## src/rtl/aurora_axi_tx_arb.sv

```systemverilog
// Packet-atomic arbiter that merges CH_COUNT AXI-stream slave channels into one
// registered master stream, using either a fixed channel select or round-robin.
module aurora_axi_tx_arb #(
    parameter int CH_COUNT = 4,
    parameter int DATA_W   = 32,
    parameter int SEL_W    = 2,
    localparam int KEEP_W  = DATA_W / 8
) (
    input  logic                         clk,
    input  logic                         rst,
    input  logic                         mode,
    input  logic [SEL_W-1:0]             sel,
    input  logic [CH_COUNT-1:0]          ch_mask,
    output logic [CH_COUNT-1:0]          axis_s_tready,
    input  logic [CH_COUNT*DATA_W-1:0]   axis_s_tdata,
    input  logic [CH_COUNT*KEEP_W-1:0]   axis_s_tkeep,
    input  logic [CH_COUNT-1:0]          axis_s_tvalid,
    input  logic [CH_COUNT-1:0]          axis_s_tlast,
    input  logic                         axis_m_tready,
    output logic [DATA_W-1:0]            axis_m_tdata,
    output logic [KEEP_W-1:0]            axis_m_tkeep,
    output logic                         axis_m_tvalid,
    output logic                         axis_m_tlast,
    output logic [SEL_W-1:0]             cur_ch,
    output logic                         busy,
    output logic [15:0]                  pkt_cnt
);

    // Handshake: a beat moves when valid and ready are both high at a rising
    // clk edge; valid never waits on ready, and a presented beat stays stable
    // until it is taken.
    typedef enum logic {IDLE = 1'b0, XFER = 1'b1} state_t;

    state_t                state_q, state_d;
    logic [SEL_W-1:0]      cur_ch_q, cur_ch_d;
    logic [SEL_W-1:0]      last_grant_q, last_grant_d;
    logic [15:0]           pkt_cnt_q, pkt_cnt_d;
    logic [DATA_W-1:0]     m_data_q, m_data_d;
    logic [KEEP_W-1:0]     m_keep_q, m_keep_d;
    logic                  m_valid_q, m_valid_d;
    logic                  m_last_q, m_last_d;

    logic [CH_COUNT-1:0]   req;
    logic [2*CH_COUNT-1:0] req_dup;
    logic [CH_COUNT-1:0]   req_rot;
    int                    rr_start;
    int                    rr_pos;
    logic                  grant_vld;
    logic [SEL_W-1:0]      grant_ch;

    logic [DATA_W-1:0]     cur_data;
    logic [KEEP_W-1:0]     cur_keep;
    logic                  cur_valid;
    logic                  cur_last;
    logic                  cur_ready;
    logic                  accept;

    assign req       = axis_s_tvalid & ch_mask;
    assign cur_ready = axis_m_tready | ~m_valid_q;

    // Round-robin rotates the request vector so bit 0 is the channel after
    // last_grant; the lowest set bit of the rotated vector wins.
    always_comb begin
        grant_vld = 1'b0;
        grant_ch  = '0;
        req_dup   = {req, req};
        req_rot   = '0;
        rr_start  = 0;
        rr_pos    = 0;
        if (!mode) begin
            for (int k = 0; k < CH_COUNT; k++) begin
                if (sel == SEL_W'(k) && req[k]) begin
                    grant_vld = 1'b1;
                    grant_ch  = SEL_W'(k);
                end
            end
        end else begin
            rr_start = int'(last_grant_q) + 1;
            req_rot  = CH_COUNT'(req_dup >> rr_start);
            for (int j = CH_COUNT - 1; j >= 0; j--) begin
                if (req_rot[j]) begin
                    grant_vld = 1'b1;
                    rr_pos    = rr_start + j;
                end
            end
            if (rr_pos >= CH_COUNT) begin
                rr_pos = rr_pos - CH_COUNT;
            end
            grant_ch = SEL_W'(rr_pos);
        end
    end

    always_comb begin
        cur_data  = '0;
        cur_keep  = '0;
        cur_valid = 1'b0;
        cur_last  = 1'b0;
        for (int k = 0; k < CH_COUNT; k++) begin
            if (cur_ch_q == SEL_W'(k)) begin
                cur_data  = axis_s_tdata[k*DATA_W +: DATA_W];
                cur_keep  = axis_s_tkeep[k*KEEP_W +: KEEP_W];
                cur_valid = axis_s_tvalid[k];
                cur_last  = axis_s_tlast[k];
            end
        end
    end

    always_ff @(posedge clk) begin
        if (rst) begin
            state_q      <= IDLE;
            cur_ch_q     <= '0;
            last_grant_q <= SEL_W'(CH_COUNT - 1);
            pkt_cnt_q    <= '0;
            m_data_q     <= '0;
            m_keep_q     <= '0;
            m_valid_q    <= 1'b0;
            m_last_q     <= 1'b0;
        end else begin
            state_q      <= state_d;
            cur_ch_q     <= cur_ch_d;
            last_grant_q <= last_grant_d;
            pkt_cnt_q    <= pkt_cnt_d;
            m_data_q     <= m_data_d;
            m_keep_q     <= m_keep_d;
            m_valid_q    <= m_valid_d;
            m_last_q     <= m_last_d;
        end
    end

    always_comb begin
        state_d      = state_q;
        cur_ch_d     = cur_ch_q;
        last_grant_d = last_grant_q;
        pkt_cnt_d    = pkt_cnt_q;
        m_data_d     = m_data_q;
        m_keep_d     = m_keep_q;
        m_valid_d    = m_valid_q;
        m_last_d     = m_last_q;
        accept       = 1'b0;
        if (m_valid_q && axis_m_tready) begin
            m_valid_d = 1'b0;
        end
        case (state_q)
            IDLE: begin
                if (grant_vld) begin
                    cur_ch_d = grant_ch;
                    state_d  = XFER;
                end
            end
            XFER: begin
                accept = cur_valid & cur_ready;
                if (accept) begin
                    m_data_d  = cur_data;
                    m_keep_d  = cur_keep;
                    m_last_d  = cur_last;
                    m_valid_d = 1'b1;
                    if (cur_last) begin
                        state_d      = IDLE;
                        last_grant_d = cur_ch_q;
                        pkt_cnt_d    = pkt_cnt_q + 16'd1;
                    end
                end
            end
            default: state_d = IDLE;
        endcase
    end

    // Ready and busy are forced low during reset even before the reset edge.
    always_comb begin
        axis_s_tready = '0;
        busy          = (state_q == XFER) && !rst;
        if (state_q == XFER && !rst) begin
            for (int k = 0; k < CH_COUNT; k++) begin
                if (cur_ch_q == SEL_W'(k)) begin
                    axis_s_tready[k] = cur_ready;
                end
            end
        end
    end

    assign axis_m_tdata  = m_data_q;
    assign axis_m_tkeep  = m_keep_q;
    assign axis_m_tvalid = m_valid_q;
    assign axis_m_tlast  = m_last_q;
    assign cur_ch        = cur_ch_q;
    assign pkt_cnt       = pkt_cnt_q;

endmodule
```

## config.mk

```make
export PLATFORM = sky130hd
export DESIGN_NAME = aurora_axi_tx_arb
export DESIGN_NICKNAME = d
export VERILOG_FILES = /design/src/rtl/aurora_axi_tx_arb.sv
export SDC_FILE = /design/constraint.sdc
export NUM_CORES = 1
export LEC_CHECK = 0
export CAP_MARGIN = 20
export CORE_ASPECT_RATIO = 2
export CORE_MARGIN = 3
export CORE_UTILIZATION = 39
export DETAILED_ROUTE_END_ITERATION = 8
export GPL_TIMING_DRIVEN = 0
export PLACE_DENSITY = 0.86
export SLEW_MARGIN = 20
export SYNTH_ARGS = -nofsm -noshare
export SYNTH_HDL_FRONTEND = slang
export SYNTH_SLANG_ARGS = --single-unit
```

## constraint.sdc

```tcl
create_clock -name clk -period 3 [get_ports clk]
set_input_delay 0.9 -clock clk [delete_from_list [all_inputs] [get_ports clk]]
set_output_delay 0.9 -clock clk [all_outputs]
set_load 0.05 [all_outputs]
```

==> out/results.ini <==
[routing]
wire_per_inst_um = 20.0
post-route-drc-count = 0
ant_nets = 0
wl_met3_mm = 1.24
drt_iter0_drc = 228
finalWirelength_mm = 13.9
wl_met1_mm = 4.32
top_layer = met5
vias_per_cell = 5.49
routed-via-count = 3818
wl_met2_mm = 7.74
drt_pass1_iterations = 5

[layout]
instances_no_fill = 695
fin_util_pct = 72.5
layout.nets = 756
area_growth_pct = 78.8
drive_gt1_share_pct = 13.4
nFillCells = 599
antenna_cells = 0

[synth]
yosys-top-cells-count = nand2_1, dfxtp_1, a21oi_1
netlist_area_mm2 = 0.00339
synth.largest_area_cell = dfxtp_1
yosysMostFrequentCell = nand2_1
synth_edf_count = 0
syn_inst = 360
async_flop_share_pct = 0
avgSynthCellArea_um2 = 9.40
synth.area.top_cells = dfxtp_1, mux4_2, nand2_1
yosysSeqAreaShare_pct = 34.9
syn_nets = 523
netlist.area_leader.share_pct = 34.9
synth-seq-cells = 59
yosysUniqueCellTypes = 39
ys_warn_count = 0
ys.flop_type = dfxtp_1

[hold_path]
worstHoldPathType = reg -> reg
holdCritStartpoint = axis_m_tdata[18]

[global_route]
grt_first_pass_wirelength_mm = 20.7
grt_overflow = 0
antenna_found_initial = 1
grt_pass1_vias = 4118
track_usage_pct = 28.3
grt_max_degree = 11

[critical_path]
r2r-start = cur_ch[1]
worst-path-stages = 4
ff2ff_path_depth = 7
crit_end = busy
path_common_cell = clkbuf_2
path_class = in -> out
critPathBufInv = 3
worst-endpoint-arrival_ns = 2.01
critPathMaxStageDelay_ns = 0.54
critPathTopFamily = buffers and inverters
worstReg2RegEnd = axis_m_tdata[16]
critPathLaunch = rst
slowest_stage = dlygate4sd2_1
r2r_slack_ns = 0.86
path_max_fanout = 10
required_ns = 2.10
cp-start-kind = primary input
end_kind = output pin
crit_chain = clkbuf_2, clkbuf_2, nor2_1, dlygate4sd2_1

[flow_run]
cap_violations = 0

[power]
vdd_drop_max_mv = 0.333
p_leak_uw = 0.00208
power_density_mw_per_mm2 = 463

[timing]
fin_skew_ns = 0.00652
worstMarginPinSlew_ns = 0.686
hold_ws_ns = 0.452
setup-violations-final = 0
final_hold_viol_count = 0
rsz0062_at_grt = false
fin_crit_sh_pct = 96.9
drv_slew = 0
relSlewSlack_pct = 54.3
fin_setup_tns_ns = 0
max_freq_mhz = 344
min_period_ns = 2.91
setup_ws_ns = 0.0941

[placement]
place_congestion = 0.915
port_buffers = 221
hpwlAfterDp_mm = 11.6
dpl_worst_slack_ns = -0.861
dp.cells = 679

[clocking]
cts_buffer_depth = 2
h-tree-depth = 3
cts-buffers-inserted = 9
clk_pin_slew_worst_paths_ns = 0.05
cts_tree = built
cts_hold_buf = 0
clk_latency_ns = 0.33
cts_sinks = 59
root_buffer = clkbuf_16

[floorplanning]
fp.dieH_um = 138
die_x_um = 71.9
io_pins = 223
die_area_mm2 = 0.00990
initial_core_util_pct = 40.5
core-area_mm2 = 0.00835
rows = 47

[run_status]
status = complete, no violations

per-stage QoR:
stage | instance area (µm²) | total power, µW
finish | 6050 | 2800
global route | 6050 | 2900
detailed placement | 5740 | 1780
floorplan | 3410 | 1380
global placement | 5740 | 1770
CTS | 6050 | 2810
layout make-up:
class	instances	area, µm²	share of cell area [%]
multi-input combinational	267	2100	34.6
buffer	29	131	2.17
timing repair buffer	222	2210	36.5
clock inverter	2	35.0	0.579
sequential	59	1180	19.5
inverter	5	18.8	0.310
clock buffer	13	260	4.30
tap	98	123	2.03
how the worst min path moves through the flow:
stage	slack [ns]	cells after the start	endpoint
after CTS	0.45	2	axis_m_tdata[18]
final	0.45	2	axis_m_tdata[18]
after floorplan	0.49	2	last_grant_q[0]
after detailed placement	0.45	2	axis_m_tdata[18]
after global placement	0.44	2	axis_m_tdata[5]
after global routing	0.48	2	axis_m_tdata[29]
routing by layer:
layer | vias up | track usage (%)
met5 | - | 0
met4 | 2 | 14.9
met3 | 41 | 10.2
met2 | 207 | 52.0
met1 | 1789 | 26.5
li1 | 1779 | -
state kept, by name, indices dropped and copies added (netlist names):
name and count:
axis_m_tdata 32, last_grant_q 2, axis_m_tvalid 1, pkt_cnt 16
axis_m_tkeep 4, state_q 1, cur_ch 2, axis_m_tlast 1
cell families (layout without fill, tap and decap cells):
logic type	Yosys count	in the layout	synth area share [%]
AOI/OAI and AO/OA	59	59	9.90
xor gates and xnor gates	15	15	3.88
adders and majority gates	1	1	0.369
buffers and inverters	34	271	4.36
DFF	59	59	34.9
muxes	40	40	26.3
and+or+nand+nor	152	152	20.3
power by group:
group          internal, µW  switching [µW]
Clock                   682             352
Combinational           458             448
Sequential              833            30.2
tightest hold or removal path, cell delays in order (launching register included):
cell and delay (ns):
dfxtp_1 0.30, nand2_1 0.05, a21oi_1 0.05
cells in the final DEF (no fill, tap or decap), types with 2 or more instances in the layout:
cell type        count
nand4_1              3
and3_1               4
clkbuf_8             2
buf_2               11
a21oi_1             43
dfxtp_1             59
and4_1               4
nand2_1             85
nor3b_1              2
xnor2_1             12
mux4_2              39
nand3b_1             2
clkdlybuf4s50_1    215
nand2_2              2
inv_1                5
o311ai_0             2
clkbuf_1            17
clkbuf_2             2
nor4_1               4
nand3_1              9
buf_4                5
nor3_1               7
dlygate4sd2_1        2
xor2_1               3
nor2_1              21
clkbuf_16            9
o21ai_0              5
repair_timing:
action                     in CTS  in global routing
setup buffers                   1                  0
setup endpoints to repair       5                  0
resized for setup              34                  0
No activity file was read; power rests on OpenSTA's default activity.
